### config.mk
export PLATFORM = sky130hd
export DESIGN_NAME = apb_master_bridge
export DESIGN_NICKNAME = d
export VERILOG_FILES = /design/src/rtl/apb_master_bridge.sv
export SDC_FILE = /design/constraint.sdc
export NUM_CORES = 1
export LEC_CHECK = 0
export ABC_AREA = 1
export CAP_MARGIN = 5
export CELL_PAD_IN_SITES_DETAIL_PLACEMENT = 1
export CELL_PAD_IN_SITES_GLOBAL_PLACEMENT = 1
export CORE_UTILIZATION = 43
export DETAILED_ROUTE_END_ITERATION = 8
export DONT_BUFFER_PORTS = 1
export PLACE_DENSITY_LB_ADDON = 0.1
export SYNTH_ARGS = -nofsm -noshare
export SYNTH_HDL_FRONTEND = slang
export SYNTH_SLANG_ARGS = --single-unit
### constraint.sdc
create_clock -name PCLK_i -period 1.4 [get_ports PCLK_i]
set_input_delay 0.28 -clock PCLK_i [delete_from_list [all_inputs] [get_ports PCLK_i]]
set_output_delay 0.28 -clock PCLK_i [all_outputs]
set_load 0.02 [all_outputs]
### src/rtl/apb_master_bridge.sv
// apb_master_bridge
//   APB-side end of the AXI-to-APB bridge. It pops write beats {id, addr, strb, data}
//   from the write-beat async FIFO and performs one APB4 write per beat. Each completed
//   transfer produces one {id, slverr} push into the response async FIFO, in pop order.
//   Optional feature macro: APB_TIMEOUT_EN. When it is defined, an ACCESS phase that has
//   not seen PREADY_i for TIMEOUT_CYCLES cycles ends with slverr=1.
module apb_master_bridge #(
  parameter int ID_NUM         = 4,
  parameter int ADDR_W         = 12,
  parameter int DATA_W         = 32,
  parameter int TIMEOUT_CYCLES = 256
) (
  input  logic                                       PCLK_i,
  input  logic                                       PRESETn_i,
  // write-beat FIFO read port
  input  logic                                       afifo_rvld,
  output logic                                       afifo_rrdy,
  input  logic [ID_NUM+ADDR_W+DATA_W/8+DATA_W-1:0]   afifo_rpayload,
  // APB4 master
  output logic                                       PSEL_o,
  output logic                                       PENABLE_o,
  output logic                                       PWRITE_o,
  output logic [ADDR_W-1:0]                          PADDR_o,
  output logic [DATA_W-1:0]                          PWDATA_o,
  output logic [DATA_W/8-1:0]                        PSTRB_o,
  input  logic                                       PREADY_i,
  input  logic                                       PSLVERR_i,
  // response FIFO write port
  output logic                                       rfifo_wvld,
  input  logic                                       rfifo_wrdy,
  output logic [ID_NUM:0]                            rfifo_wpayload
);

  localparam int STRB_W = DATA_W / 8;
  // Clears the byte-offset bits so every APB address is word aligned.
  localparam logic [ADDR_W-1:0] ADDR_MASK = ~(ADDR_W'(STRB_W - 1));

  typedef enum logic [1:0] {
    ST_IDLE   = 2'd0,
    ST_SETUP  = 2'd1,
    ST_ACCESS = 2'd2,
    ST_RESP   = 2'd3
  } state_t;

  state_t              state_q, state_d;
  logic [ID_NUM-1:0]   id_q, id_d;
  logic [ADDR_W-1:0]   addr_q, addr_d;
  logic [STRB_W-1:0]   strb_q, strb_d;
  logic [DATA_W-1:0]   data_q, data_d;
  logic                slverr_q, slverr_d;

`ifdef APB_TIMEOUT_EN
  localparam int CNT_W = $clog2(TIMEOUT_CYCLES) + 1;
  logic [CNT_W-1:0]    cnt_q, cnt_d;
  logic                timeout_hit;

  // The current ACCESS cycle is the TIMEOUT_CYCLES-th one without PREADY.
  assign timeout_hit = ((cnt_q + CNT_W'(1)) == CNT_W'(TIMEOUT_CYCLES));

  // ACCESS-phase watchdog counter.
  always_ff @(posedge PCLK_i or negedge PRESETn_i) begin
    if (!PRESETn_i) begin
      cnt_q <= '0;
    end else begin
      cnt_q <= cnt_d;
    end
  end
`endif

  // State and latched-beat registers; reset abandons any in-flight beat.
  always_ff @(posedge PCLK_i or negedge PRESETn_i) begin
    if (!PRESETn_i) begin
      state_q  <= ST_IDLE;
      id_q     <= '0;
      addr_q   <= '0;
      strb_q   <= '0;
      data_q   <= '0;
      slverr_q <= 1'b0;
    end else begin
      state_q  <= state_d;
      id_q     <= id_d;
      addr_q   <= addr_d;
      strb_q   <= strb_d;
      data_q   <= data_d;
      slverr_q <= slverr_d;
    end
  end

  // Next-state logic: pop, setup, wait for PREADY, then push the response.
  always_comb begin
    state_d  = state_q;
    id_d     = id_q;
    addr_d   = addr_q;
    strb_d   = strb_q;
    data_d   = data_q;
    slverr_d = slverr_q;
`ifdef APB_TIMEOUT_EN
    cnt_d    = cnt_q;
`endif
    case (state_q)
      ST_IDLE: begin
        if (afifo_rvld) begin
          {id_d, addr_d, strb_d, data_d} = afifo_rpayload;
          state_d = ST_SETUP;
`ifdef APB_TIMEOUT_EN
          cnt_d   = '0;
`endif
        end
      end
      ST_SETUP: begin
        state_d = ST_ACCESS;
      end
      ST_ACCESS: begin
`ifdef APB_TIMEOUT_EN
        cnt_d = cnt_q + CNT_W'(1);
`endif
        if (PREADY_i) begin
          slverr_d = PSLVERR_i;
          state_d  = ST_RESP;
        end
`ifdef APB_TIMEOUT_EN
        else if (timeout_hit) begin
          slverr_d = 1'b1;
          state_d  = ST_RESP;
        end
`endif
      end
      ST_RESP: begin
        if (rfifo_wrdy) begin
          state_d = ST_IDLE;
        end
      end
      default: begin
        state_d = ST_IDLE;
      end
    endcase
  end

  // Outputs decode only registered state, so PREADY_i never reaches an output.
  assign afifo_rrdy     = (state_q == ST_IDLE) && afifo_rvld;
  assign PSEL_o         = (state_q == ST_SETUP) || (state_q == ST_ACCESS);
  assign PENABLE_o      = (state_q == ST_ACCESS);
  assign PWRITE_o       = PSEL_o;
  assign PADDR_o        = addr_q & ADDR_MASK;
  assign PWDATA_o       = data_q;
  assign PSTRB_o        = strb_q;
  assign rfifo_wvld     = (state_q == ST_RESP);
  assign rfifo_wpayload = {id_q, slverr_q};

endmodule

==> metrics.md <==
| Metric | Value |
|---|---|
| Ant. Diodes | `0` |
| Xor and xnor fraction of the mapped netlist area | `0` |
| Starting Density | `0.451` |
| Status | `complete, but fails checks` |
| Input/output buffers | `0` |
| Clk slew on worst S/H paths | `0.09 ns` |
| Netlist cell types | `14` |
| CP Max Fanout | `8` |
| # setup viols final | `4` |
| Critical Path End Type | `output port` |
| CORE AREA | `between 0.004 and 0.005 mm^2` |
| PD cells | `2690 mW/mm^2` |
| H-Tree Depth | `2` |
| Final wirelength | `between 4000 and 5000 um` |
| Peak VDD IR | `0.962 mV` |
| Final hold vios | `53` |
| Initial antenna violation count | `0` |
| Simple-gate share of the synthesized area | `0.290` |
| CTS Buffer Depth | `2` |
| FP Rows | `25` |
| Final Skew | `0.00647 ns` |
| Die height | `72.8 um` |
| Critical Path AT | `1.16 ns` |
| Antenna-violating nets left | `0` |
| 1st-pass router iterations | `4` |
| Die ar. | `roughly 0.0053 mm^2` |
| Tot GR Track Use | `0.189` |
| Hold WS | `-0.336 ns` |
| Mean Syn Cell Area | `8.81 um^2` |
| Clock root cell | `clkbuf_8` |
| Compound-cell area share of the yosys netlist | `0.00232` |
| Die Wd | `72.8 um` |
| Total power draw | `0.00615 W` |
| Clock latency on the worst-skew pair | `0.30 ns` |
| Worst Path Required | `1.12 ns` |
| Hold WC Path Type | `in2async` |
| Seq/Total Area, Yosys | `0.614` |
| Max-cap violation count | `0` |
| Adder-cell share of the synthesized area | `0.0232` |
| Post-synthesis mux area share | `0` |
| Initial DRC count | `66` |
| Unrepaired setup endpoints after global routing | `yes` |
| Routability congestion estimate | `0.667` |
| First-pass GRT wire length | `7510 um` |
| HPWL Detailed | `3510 um` |
| Residual DRC | `0` |
| Vias in the first global route | `1638` |
| Layout cells sized above 1 | `0.0776` |
| Total CTS buffers | `5` |
| Worst Setup Start Kind | `flip-flop` |
| Worst Setup Path Type | `reg2out` |
| Commonest non-fill, non-tap cell in the layout | `nand2_1` |
| Pleak | `around 1.3 nW` |
| Failing checks | `hold timing, setup timing` |
| Most frequent cells in the layout | `nand2_1 (159), dfrtp_1 (53), inv_1 (5), clkbuf_8 (5), buf_4 (5)` |
| Nets | `308` |
| Pre-CTS setup slack | `-0.0719 ns` |
| Fin crit share | `1.03` |
| Largest family of logic cells by synthesized area | `simple AND/OR/NAND/NOR gates` |
| TritonCTS clock tree | `done` |
| Area grow syn2layout | `6.09%` |
| Gr ovfl total | `0` |
| Register bit count reported by yosys | `53` |
| Post-route setup slack | `-0.0431 ns` |
| DR vias/cell | `4.94` |
| Routed via count | `1540` |
| Largest net degree at the start of global routing | `54` |
| Clock Sinks | `53` |
| I/O Pins | `around 120` |
| Fmax | `693 MHz` |
| Post-Synthesis Cells | `245` |
| Slew Limit Fails | `0` |
| Wire per inst | `between 15 and 20 um` |
| Yosys warns | `0` |
| Post-synthesis cell area | `0.00216 mm^2` |
| Min Tclk post-route | `1.44 ns` |
==> cell usage after synthesis <==
cell type / count / share of area
buf_8: 1 / 0.0070
buf_6: 4 / 0.021
dfrtp_1: 53 / 0.61
nand3_1: 2 / 0.0046
ha_1: 4 / 0.023
inv_1: 7 / 0.012
nand2_2: 1 / 0.0029
buf_2: 5 / 0.012
o21ai_0: 1 / 0.0023
nand4_1: 2 / 0.0058
buf_4: 4 / 0.014
conb_1: 1 / 0.0017
nand2_1: 159 / 0.28
inv_4: 1 / 0.0029
==> registers in the layout (all words and copies together) (netlist names) <==
signal,count
slverr_q,1
state_q,2
PSTRB_o,4
PWDATA_o,32
id_q,4
addr_q,10
==> cell families (layout without fill, tap and decap cells) <==
kind of cell / count (synthesis) / in the layout
compound gates: 1 / 1
simple gates: 164 / 164
fa+ha+maj: 4 / 4
buf+inv: 22 / 21
other cells: 1 / 2
flops: 53 / 53
==> timing repair <==
action,4_1_cts,5_1_grt
pin swaps,0,1
gates resized for setup,10,0
endpoints found under the setup margin,54,40
buffers inserted,1,0
endpoints found under the hold margin,53,53
gates cloned,0,0
==> stage by stage <==
| stage | TNS (ns) | cells | util | hold slack, ns | instance area [um^2] |
|---|---|---|---|---|---|
| after floorplan | 0 | 246 | - | -0.0156 | 2160 |
| after global placement | 0 | 305 | 0.455 | -0.0145 | 2180 |
| after detailed placement | -1.17 | 305 | 0.455 | -0.0146 | 2180 |
| after CTS | -0.179 | 312 | 0.478 | -0.348 | 2290 |
| after global routing | -1.08 | 312 | 0.478 | -0.355 | 2290 |
| final | -0.148 | 312 | 0.478 | -0.336 | 2290 |
==> worst paths after layout <==
| kind | start | to | slack (ns) | cells after the start |
|---|---|---|---|---|
| max | state_q[1]$_DFFE_PN0P_ | afifo_rrdy | -0.04 | 4 |
| max in group asynchronous | PRESETn_i | id_q[0]$_DFFE_PN0P_ | 1.64 | 0 |
| min reg2reg | state_q[0]$_DFFE_PN0P_ | state_q[0]$_DFFE_PN0P_ | 0.58 | 2 |
| min in group PCLK_i | afifo_rpayload[14] | PWDATA_o[14]$_DFFE_PN0P_ | 0.08 | 2 |
| min | PRESETn_i | PWDATA_o[7]$_DFFE_PN0P_ | -0.34 | 0 |
| max reg2reg | state_q[1]$_DFFE_PN0P_ | addr_q[8]$_DFFE_PN0P_ | 0.04 | 7 |
==> critical path: stages (launching register included) <==
cell,delay [ns]
dfrtp_1,0.43
inv_2,0.11
ha_4,0.15
nand2_4,0.07
inv_8,0.09
==> power by group <==
| group | internal [W] | switching, W |
|---|---|---|
| clock network | 0.000330 | 0.000454 |
| logic | 0.000647 | 0.00108 |
| registers | 0.00225 | 0.00139 |
==> area by class of cell <==
cell class / instances / area, um^2
Fill cell: 578 / 2500
Sequential cell: 53 / 1330
Multi-Input combinational cell: 171 / 708
Tap cell: 67 / 83.8
Clock buffer: 5 / 68.8
Timing Repair Buffer: 7 / 60.1
Inverter: 8 / 37.5
Clock inverter: 1 / 5.00
==> metal layers <==
layer	vias up	global-route usage	wire (um)
li1	725	-	-
met1	732	0.200	1820
met2	77	0.343	2510
met3	6	0.0732	455
met4	0	0.0654	60
met5	-	0	0
No activity file was read; power rests on OpenSTA's default activity.
